===== config.mk =====
export PLATFORM = sky130hd
export DESIGN_NAME = cmp_share_arbiter
export DESIGN_NICKNAME = d
export VERILOG_FILES = /design/src/rtl/cmp_share_arbiter_pkg.sv /design/src/rtl/cmp_share_arbiter_neq_cmp.sv /design/src/rtl/cmp_share_arbiter.sv
export SDC_FILE = /design/constraint.sdc
export NUM_CORES = 1
export LEC_CHECK = 0
export CORE_MARGIN = 5
export CORE_UTILIZATION = 41
export DETAILED_ROUTE_END_ITERATION = 6
export PLACE_DENSITY = 0.79
export SLEW_MARGIN = 20
export SYNTH_ARGS = -nofsm -noshare
export SYNTH_HDL_FRONTEND = slang
export SYNTH_SLANG_ARGS = --single-unit
export TNS_END_PERCENT = 1

===== constraint.sdc =====
create_clock -name clk -period 2 [get_ports clk]
set_clock_uncertainty 0.05 [all_clocks]
set_input_delay 0.3 -clock clk [delete_from_list [all_inputs] [get_ports clk]]
set_output_delay 0.3 -clock clk [all_outputs]
set_load 0.03 [all_outputs]

===== src/rtl/cmp_share_arbiter_pkg.sv =====
// Shared constants and FSM encoding for the comparator-sharing arbiter.
package cmp_share_arbiter_pkg;

    localparam int CMP_WIDTH = 5;
    localparam int NUM_REQ   = 4;
    localparam int ID_W      = 2;

    typedef enum logic [1:0] {
        IDLE    = 2'd0,
        COMPARE = 2'd1,
        RESPOND = 2'd2
    } state_t;

endpackage


===== src/rtl/cmp_share_arbiter_neq_cmp.sv =====
// Combinational inequality test: high when any bit position of a and b differs.
module neq_cmp
    import cmp_share_arbiter_pkg::*;
#(
    parameter int WIDTH = CMP_WIDTH
) (
    input  logic [WIDTH-1:0] a,
    input  logic [WIDTH-1:0] b,
    output logic             neq
);

    assign neq = |(a ^ b);

endmodule


===== src/rtl/cmp_share_arbiter.sv =====
// Round-robin arbiter that time-shares one neq_cmp among four requesters.
// state   | meaning
// IDLE    | waiting for a request; grants the round-robin winner combinationally
// COMPARE | operands registered; shared comparator result captured
// RESPOND | result presented on the response port until rsp_ready
module cmp_share_arbiter
    import cmp_share_arbiter_pkg::*;
#(
    parameter int N_REQ = NUM_REQ,
    parameter int WIDTH = CMP_WIDTH
) (
    input  logic                   clk,
    input  logic                   reset,
    input  logic [N_REQ-1:0]       req_valid,
    input  logic [N_REQ*WIDTH-1:0] req_a,
    input  logic [N_REQ*WIDTH-1:0] req_b,
    output logic [N_REQ-1:0]       req_ready,
    output logic                   rsp_valid,
    output logic [ID_W-1:0]        rsp_id,
    output logic                   rsp_neq,
    input  logic                   rsp_ready,
    output logic                   busy
);

    state_t            state, next_state;
    logic [ID_W-1:0]   ptr;
    logic [ID_W-1:0]   id;
    logic [ID_W-1:0]   grant;
    logic [WIDTH-1:0]  op_a, op_b;
    logic [WIDTH-1:0]  sel_a, sel_b;
    logic              res;
    logic              cmp_neq;

    // Scan downward so the candidate closest to p is written last and wins.
    function automatic logic [ID_W-1:0] rr_pick(input logic [N_REQ-1:0] v,
                                                input logic [ID_W-1:0]  p);
        logic [ID_W-1:0] cand;
        rr_pick = p;
        for (int i = N_REQ - 1; i >= 0; i--) begin
            cand = p + ID_W'(i);
            if (v[cand]) rr_pick = cand;
        end
    endfunction

    always_comb begin
        grant = rr_pick(req_valid, ptr);
        sel_a = '0;
        sel_b = '0;
        for (int i = 0; i < N_REQ; i++) begin
            if (grant == ID_W'(i)) begin
                sel_a = req_a[i*WIDTH +: WIDTH];
                sel_b = req_b[i*WIDTH +: WIDTH];
            end
        end
    end

    always_comb begin
        next_state = state;
        req_ready  = '0;
        case (state)
            IDLE: begin
                if (|req_valid) begin
                    req_ready[grant] = 1'b1;
                    next_state       = COMPARE;
                end
            end
            COMPARE: next_state = RESPOND;
            RESPOND: if (rsp_ready) next_state = IDLE;
            default: next_state = IDLE;
        endcase
    end

    always_ff @(posedge clk) begin
        if (reset) state <= IDLE;
        else       state <= next_state;
    end

    always_ff @(posedge clk) begin
        if (reset) begin
            ptr  <= '0;
            id   <= '0;
            op_a <= '0;
            op_b <= '0;
            res  <= 1'b0;
        end else begin
            case (state)
                IDLE: begin
                    if (|req_valid) begin
                        op_a <= sel_a;
                        op_b <= sel_b;
                        id   <= grant;
                    end
                end
                COMPARE: res <= cmp_neq;
                RESPOND: if (rsp_ready) ptr <= id + ID_W'(1);
                default: ;
            endcase
        end
    end

    neq_cmp #(.WIDTH(WIDTH)) u_neq_cmp (
        .a   (op_a),
        .b   (op_b),
        .neq (cmp_neq)
    );

    assign rsp_valid = (state == RESPOND);
    assign rsp_id    = id;
    assign rsp_neq   = res;
    assign busy      = (state != IDLE);

endmodule


==> results of run 1 <==
## area by class of cell
class | count | area (µm²) | area share
inverters | 7 | 26.28 | 0.01211
well taps | 33 | 41.29 | 0.01903
repair buffers | 91 | 804.5 | 0.3708
clock buffers | 4 | 26.28 | 0.01211
flip-flops and latches | 17 | 347.8 | 0.1603
multi-input cells | 122 | 923.4 | 0.4256
## worst register-to-register path, delay by kind of cell, from the launching register on
family / cells / cell delay [ns]
AO/OA/AOI/OAI: 3 / 0.58
buffers and inverters: 3 / 0.47
AND/OR/NAND/NOR: 1 / 0.27
flip-flops: 1 / 0.39
## through the flow
step	total power [µW]	worst slack (ns)	area, µm²
2_1_floorplan	716.4	-0.1950	1241
3_3_place_gp	952.4	-0.3181	1959
3_5_place_dp	965.0	-0.3541	1959
4_1_cts	1178	-0.005611	2126
5_1_grt	1264	-0.04620	2170
6_report	1197	0.01164	2170
## cells by family after synthesis
kind of cell           after synthesis  synth area share
XOR/XNOR                             6           0.04251
flip-flops                          17            0.2753
AND/OR/NAND/NOR                     67            0.3016
AO/OA/AOI/OAI                       47            0.2895
buffers and inverters               16           0.07489
multiplexers                         2           0.01619
## how the worst max path moves through the flow
stage	startpoint	endpoint	slack (ns)	depth (start not counted)
final	ptr[1]	req_ready[0]	0.01	5
after global placement	req_valid[2]	req_ready[0]	-0.32	7
after detailed placement	req_valid[0]	req_ready[0]	-0.35	7
after CTS	ptr[1]	req_ready[0]	-0.006	6
after global routing	ptr[1]	req_ready[2]	-0.05	5
after floorplan	state[1]	req_ready[0]	-0.20	4
## cells in the mapped netlist, types with 2 or more instances
| master | number | share of area |
|---|---|---|
| o21ai_1 | 5 | 0.020 |
| o221ai_1 | 6 | 0.043 |
| nor3_1 | 5 | 0.020 |
| a21boi_1 | 2 | 0.012 |
| mux2i_1 | 2 | 0.016 |
| a211oi_1 | 10 | 0.061 |
| buf_6 | 3 | 0.027 |
| or2_1 | 2 | 0.010 |
| xnor2_1 | 2 | 0.014 |
| buf_4 | 2 | 0.012 |
| o32ai_1 | 4 | 0.028 |
| nor4_1 | 2 | 0.010 |
| nor3b_1 | 7 | 0.043 |
| buf_2 | 2 | 0.0081 |
| xor2_1 | 4 | 0.028 |
| or2_2 | 2 | 0.010 |
| a21oi_1 | 9 | 0.036 |
| nand2_1 | 12 | 0.036 |
| dfxtp_1 | 17 | 0.28 |
| nor2_1 | 23 | 0.070 |
| nand2b_1 | 5 | 0.025 |
| a221o_1 | 4 | 0.032 |
| clkbuf_1 | 2 | 0.0061 |
| inv_1 | 6 | 0.018 |
## power by group through the flow
stage / Combinational [µW] / Sequential [µW] / Clock (µW)
3_5_place_dp: 531 / 434 / 0
4_1_cts: 566 / 426 / 187
3_3_place_gp: 520 / 432 / 0
2_1_floorplan: 278 / 438 / 0
5_1_grt: 629 / 431 / 204
6_report: 584 / 426 / 187
## layer usage
| layer | vias to the layer above | global-route usage |
|---|---|---|
| met3 | 6 | 0.04333 |
| met2 | 52 | 0.3997 |
| met4 | 0 | 0.04749 |
| met5 | - | 0 |
| met1 | 705 | 0.2550 |
| li1 | 747 | - |
## flip-flops by register name, summed over array words and instances (netlist names)
signal   flops
op_a         5
op_b         5
ptr          2
rsp_id       2
state        2
rsp_neq      1
## repair_timing
item / CTS / global route
buffers inserted: 4 / 5
resized for setup: 28 / 8
cloned: 1 / 0
pin swaps: 8 / 8
hold endpoints to repair: 0 / 0
setup endpoints to repair: 5 / 6
==> impl_metrics.tcl, run 1 <==
set metrics [dict create \
    avgViaCountPerCell 5.511 \
    worst_hold_path.endpoint "op_a[0]" \
    design.die.area_um2 4213 \
    antenna_cells 0 \
    yosysSeqAreaShare 0.2753 \
    syn_nets 202 \
    slew_headroom 0.6746 \
    grt_pass1_vias 1581 \
    fin_crit_ns 1.988 \
    rows 20 \
    ys_seq_elements 17 \
    max_stage_delay_ns 0.39 \
    grt_setup_unrepaired "true" \
    grt_max_degree 12 \
    min_path_cells 2 \
    tightest_slew_ns 0.4844 \
    layout_commonest_cell "clkdlybuf4s50_1" \
    first_iter_violations 67 \
    cp.required_ns 1.65 \
    antenna_found_initial 0 \
    nFillCells 240 \
    drc 0 \
    p_clk_frac 0.156 \
    critPathMostFrequentCell "buf_4" \
    root_buffer "clkbuf_4" \
    wl_mm 4.475 \
    clk_latency_ns 0.29 \
    final_cells 274 \
    clk_path_buf_depth 2 \
    crit_chain "buf_4 > a21boi_2 > or2_4 > nor3_2 > buf_4" \
    worstHoldStart "op_a[0]" \
    cts_hold_buf 0 \
    cts_tree "done" \
    worstReg2RegStart "ptr[1]" \
    io_buffers 55 \
    r2r_slack_ns 0.14 \
    final_util 0.7286 \
    async_flop_share 0 \
    drive_gt1_frac 0.2988 \
    wl_per_cell_um 16.33 \
    fin_crit_sh 0.9942 \
    slew_violations 0 \
    grt_pass1_wl_mm 7.245 \
    dr.max_layer_used "met4" \
    synthesis.area_um2 1236 \
    initial_core_util 0.4151 \
    seq_power_share 0.356 \
    holdWs_ns 0.4209 \
    path_buf_inv 2 \
    rr_endpoint "op_a[3]" \
    dp.cells 261 \
    via_count 1510 \
    synth-edff-count 0 \
    synth_ff_type "dfxtp_1" \
    final_cell_mix "47 x clkdlybuf4s50_1, 37 x buf_4, 22 x nor2_1" \
    ant_nets 0 \
    setup_violations 0 \
    p_leak_uw 0.0008665 \
    met2_length_mm 2.275 \
    arrival_ns 1.64 \
    cp-end-kind "output pin" \
    die_h_um 64.91 \
    ir_drop_v 0.0002258 \
    crit_path_max_fanout 8 \
    fp.dieW_um 64.91 \
    hold_viol_final 0 \
    path_delay_family "simple AND/OR/NAND/NOR gates" \
    worstSetupPathType "reg2out" \
    cp_slowest_cell "dfxtp_4" \
    core-area_um2 2978 \
    switching_share 0.3551 \
    cts_buffers 3 \
    ys_types 41 \
    synth_cells 155 \
    synth.avg_cell_area_um2 7.975 \
    power_frac_comb 0.488 \
    start_kind "flip-flop" \
    grt_overflow_total 0 \
    reg2regPathDepth 7 \
    cts_max_level 1 \
    nets 289 \
    first_pass_iters 4 \
    grtUsageTotal 0.2167 \
    switchingPower_uw 425.0 \
    hp-class "reg2reg" \
    maxCapViolations 0 \
    setup-tns-final_ns 0 \
    routedLengthMet1_mm 1.847 \
    status "completed" \
    powerDensity_nw_per_um2 551.7 \
    pin_count 56 \
    wl_met3_um 290 \
    synth_warnings 0 \
    timing.fmax_mhz 502.9 \
    clk_pin_slew_ns 0.09 \
    syn_to_final_growth_pct 75.51 \
    place_congestion 0.9175 \
    dp_hpwl_mm 3.471 \
    cts.sinks 17 \
    p_int_uw 771.9 \
]
No activity file was read; power rests on OpenSTA's default activity.
==> run 2, diff against run 1 <==
Settings changed: SETUP_SLACK_MARGIN from default to 0.3.
==> impl_metrics.tcl, run 2 (synthesized netlist as in run 1, its figures left out) <==
set metrics [dict create \
    post-place-ws_ns -0.4090 \
    rows 20 \
    cts.sinks 17 \
    r2r_slack_ns 0.11 \
    power_frac_comb 0.491 \
    worstHoldStart "op_a[3]" \
    grt_pass1_wl_mm 7.700 \
    avgViaCountPerCell 5.693 \
    worstSetupPathType "reg2out" \
    first_pass_iters 4 \
    dp.cells 263 \
    ant_nets 0 \
    syn_to_final_growth_pct 74.39 \
    fin_crit_sh 1.018 \
    p_int_uw 772.2 \
    final_cell_mix "42 x clkdlybuf4s50_1, 29 x buf_4, 21 x nor2_1" \
    crit_path_max_fanout 9 \
    cp.required_ns 1.65 \
    cp_slowest_cell "dfxtp_4" \
    layout_commonest_cell "clkdlybuf4s50_1" \
    fin_crit_ns 2.037 \
    drive_gt1_frac 0.2785 \
    ir_drop_v 0.0002198 \
    clk_pin_slew_ns 0.10 \
    cts_tree "done" \
    cts_max_level 1 \
    setup_violations 2 \
    core-area_um2 2978 \
    seq_power_share 0.354 \
    grt_pass1_vias 1633 \
    die_h_um 64.91 \
    report.power.total_uw 1213 \
    maxCapViolations 0 \
    via_count 1537 \
    worstReg2RegStart "ptr[1]" \
    violations "negative setup slack" \
    max_stage_delay_ns 0.38 \
    drc 0 \
    arrival_ns 1.69 \
    p_leak_uw 0.0008800 \
    clk_latency_ns 0.29 \
    final_util 0.7240 \
    dp_hpwl_mm 3.491 \
    status "finished with violations" \
    timing.fmax_mhz 491.0 \
    powerDensity_nw_per_um2 562.8 \
    root_buffer "clkbuf_4" \
    pin_count 56 \
    min_path_cells 2 \
    grt_setup_unrepaired "true" \
    place_congestion 0.8706 \
    fp.dieW_um 64.91 \
    cts_buffers 3 \
    grt_max_degree 11 \
    initial_core_util 0.4151 \
    reg2regPathDepth 8 \
    nets 285 \
    switching_share 0.3635 \
    antenna_found_initial 0 \
    crit_chain "nor3_2 > a2111oi_4 > or2_1 > buf_12 > nor3_4 > buf_6" \
    antenna_cells 0 \
    top_regs "op_a x5, op_b x5" \
    wl_per_cell_um 17.19 \
    setup_ws_ns -0.03664 \
    first_iter_violations 76 \
    hold_viol_final 0 \
    final_cells 270 \
    setup-tns-final_ns -0.05767 \
    cts_hold_buf 0 \
    slew_violations 0 \
    p_clk_frac 0.155 \
    grt_overflow_total 0 \
    switchingPower_uw 441.0 \
    cp-end-kind "output pin" \
    worst_hold_path.endpoint "op_a[3]" \
    path_buf_inv 2 \
    slew_headroom 0.6332 \
    wl_mm 4.642 \
    design.die.area_um2 4213 \
    tightest_slew_ns 0.5460 \
    io_buffers 55 \
    start_kind "flip-flop" \
    grtUsageTotal 0.2338 \
    path_delay_family "simple AND/OR/NAND/NOR gates" \
    clk_path_buf_depth 2 \
    rr_endpoint "op_b[3]" \
    hp-class "reg2reg" \
]
-- run 2: cell count changes in the layout (fill, tap and decap cells not counted), moves of 3 or more --
cell             delta
buf_6               +3
o221ai_2            +5
clkdlybuf4s50_1     -5
dlygate4sd2_1       +5
o221ai_1            -5
buf_4               -8
-- run 2: area by class of cell --
class	count	area [µm²]
clock buffers	3	22.52
clock inverters	1	5.005
fillers	221	822.0
inverters	7	26.28
multi-input cells	122	900.9
flip-flops and latches	17	345.3
well taps	33	41.29
repair buffers	87	814.5
-- run 2: stage by stage --
stage	area, µm²	hold slack, ns
global route	2156	0.4695
floorplan	1272	0.3883
detailed placement	2028	0.4117
CTS	2157	0.4321
global placement	2028	0.4051
finish	2156	0.4427
-- run 2: worst max path at each step --
stage | start | to | slack [ns] | depth (start not counted)
floorplan | req_valid[0] | req_ready[2] | 0.19 | 6
global placement | req_valid[1] | op_a[2] | -0.33 | 7
detailed placement | req_valid[3] | op_b[3] | -0.41 | 8
CTS | ptr[1] | req_ready[0] | -0.04 | 6
global route | ptr[1] | req_ready[0] | -0.12 | 6
finish | ptr[1] | req_ready[0] | -0.04 | 6
-- run 2: what timing repair did --
action                     CTS  global route
setup buffers                3             0
gates cloned                 0             0
pin swaps                   18             7
resized for setup           29             3
setup endpoints to repair   20            16
-- run 2: routing by layer --
| layer | track usage | vias up | routed length (µm) |
|---|---|---|---|
| li1 | - | 736 | - |
| met1 | 0.2627 | 727 | 1833 |
| met2 | 0.4342 | 65 | 2425 |
| met3 | 0.03640 | 9 | 262 |
| met4 | 0.09235 | 0 | 121 |
| met5 | 0 | - | 0 |
-- run 2: worst reg2reg max path, stage by stage (launching register included) --
cell,delay (ns)
dfxtp_4,0.40
buf_6,0.12
o21ba_4,0.12
nor4_1,0.04
buf_4,0.14
nor4_4,0.31
buf_4,0.21
a21oi_4,0.07
a221o_1,0.33
-- run 2: power by group through the flow --
stage	clock [µW]	sequential, µW	combinational, µW
finish	188	429	596
global route	210	434	645
CTS	190	427	590
detailed placement	0	436	558
global placement	0	433	544
floorplan	0	438	296
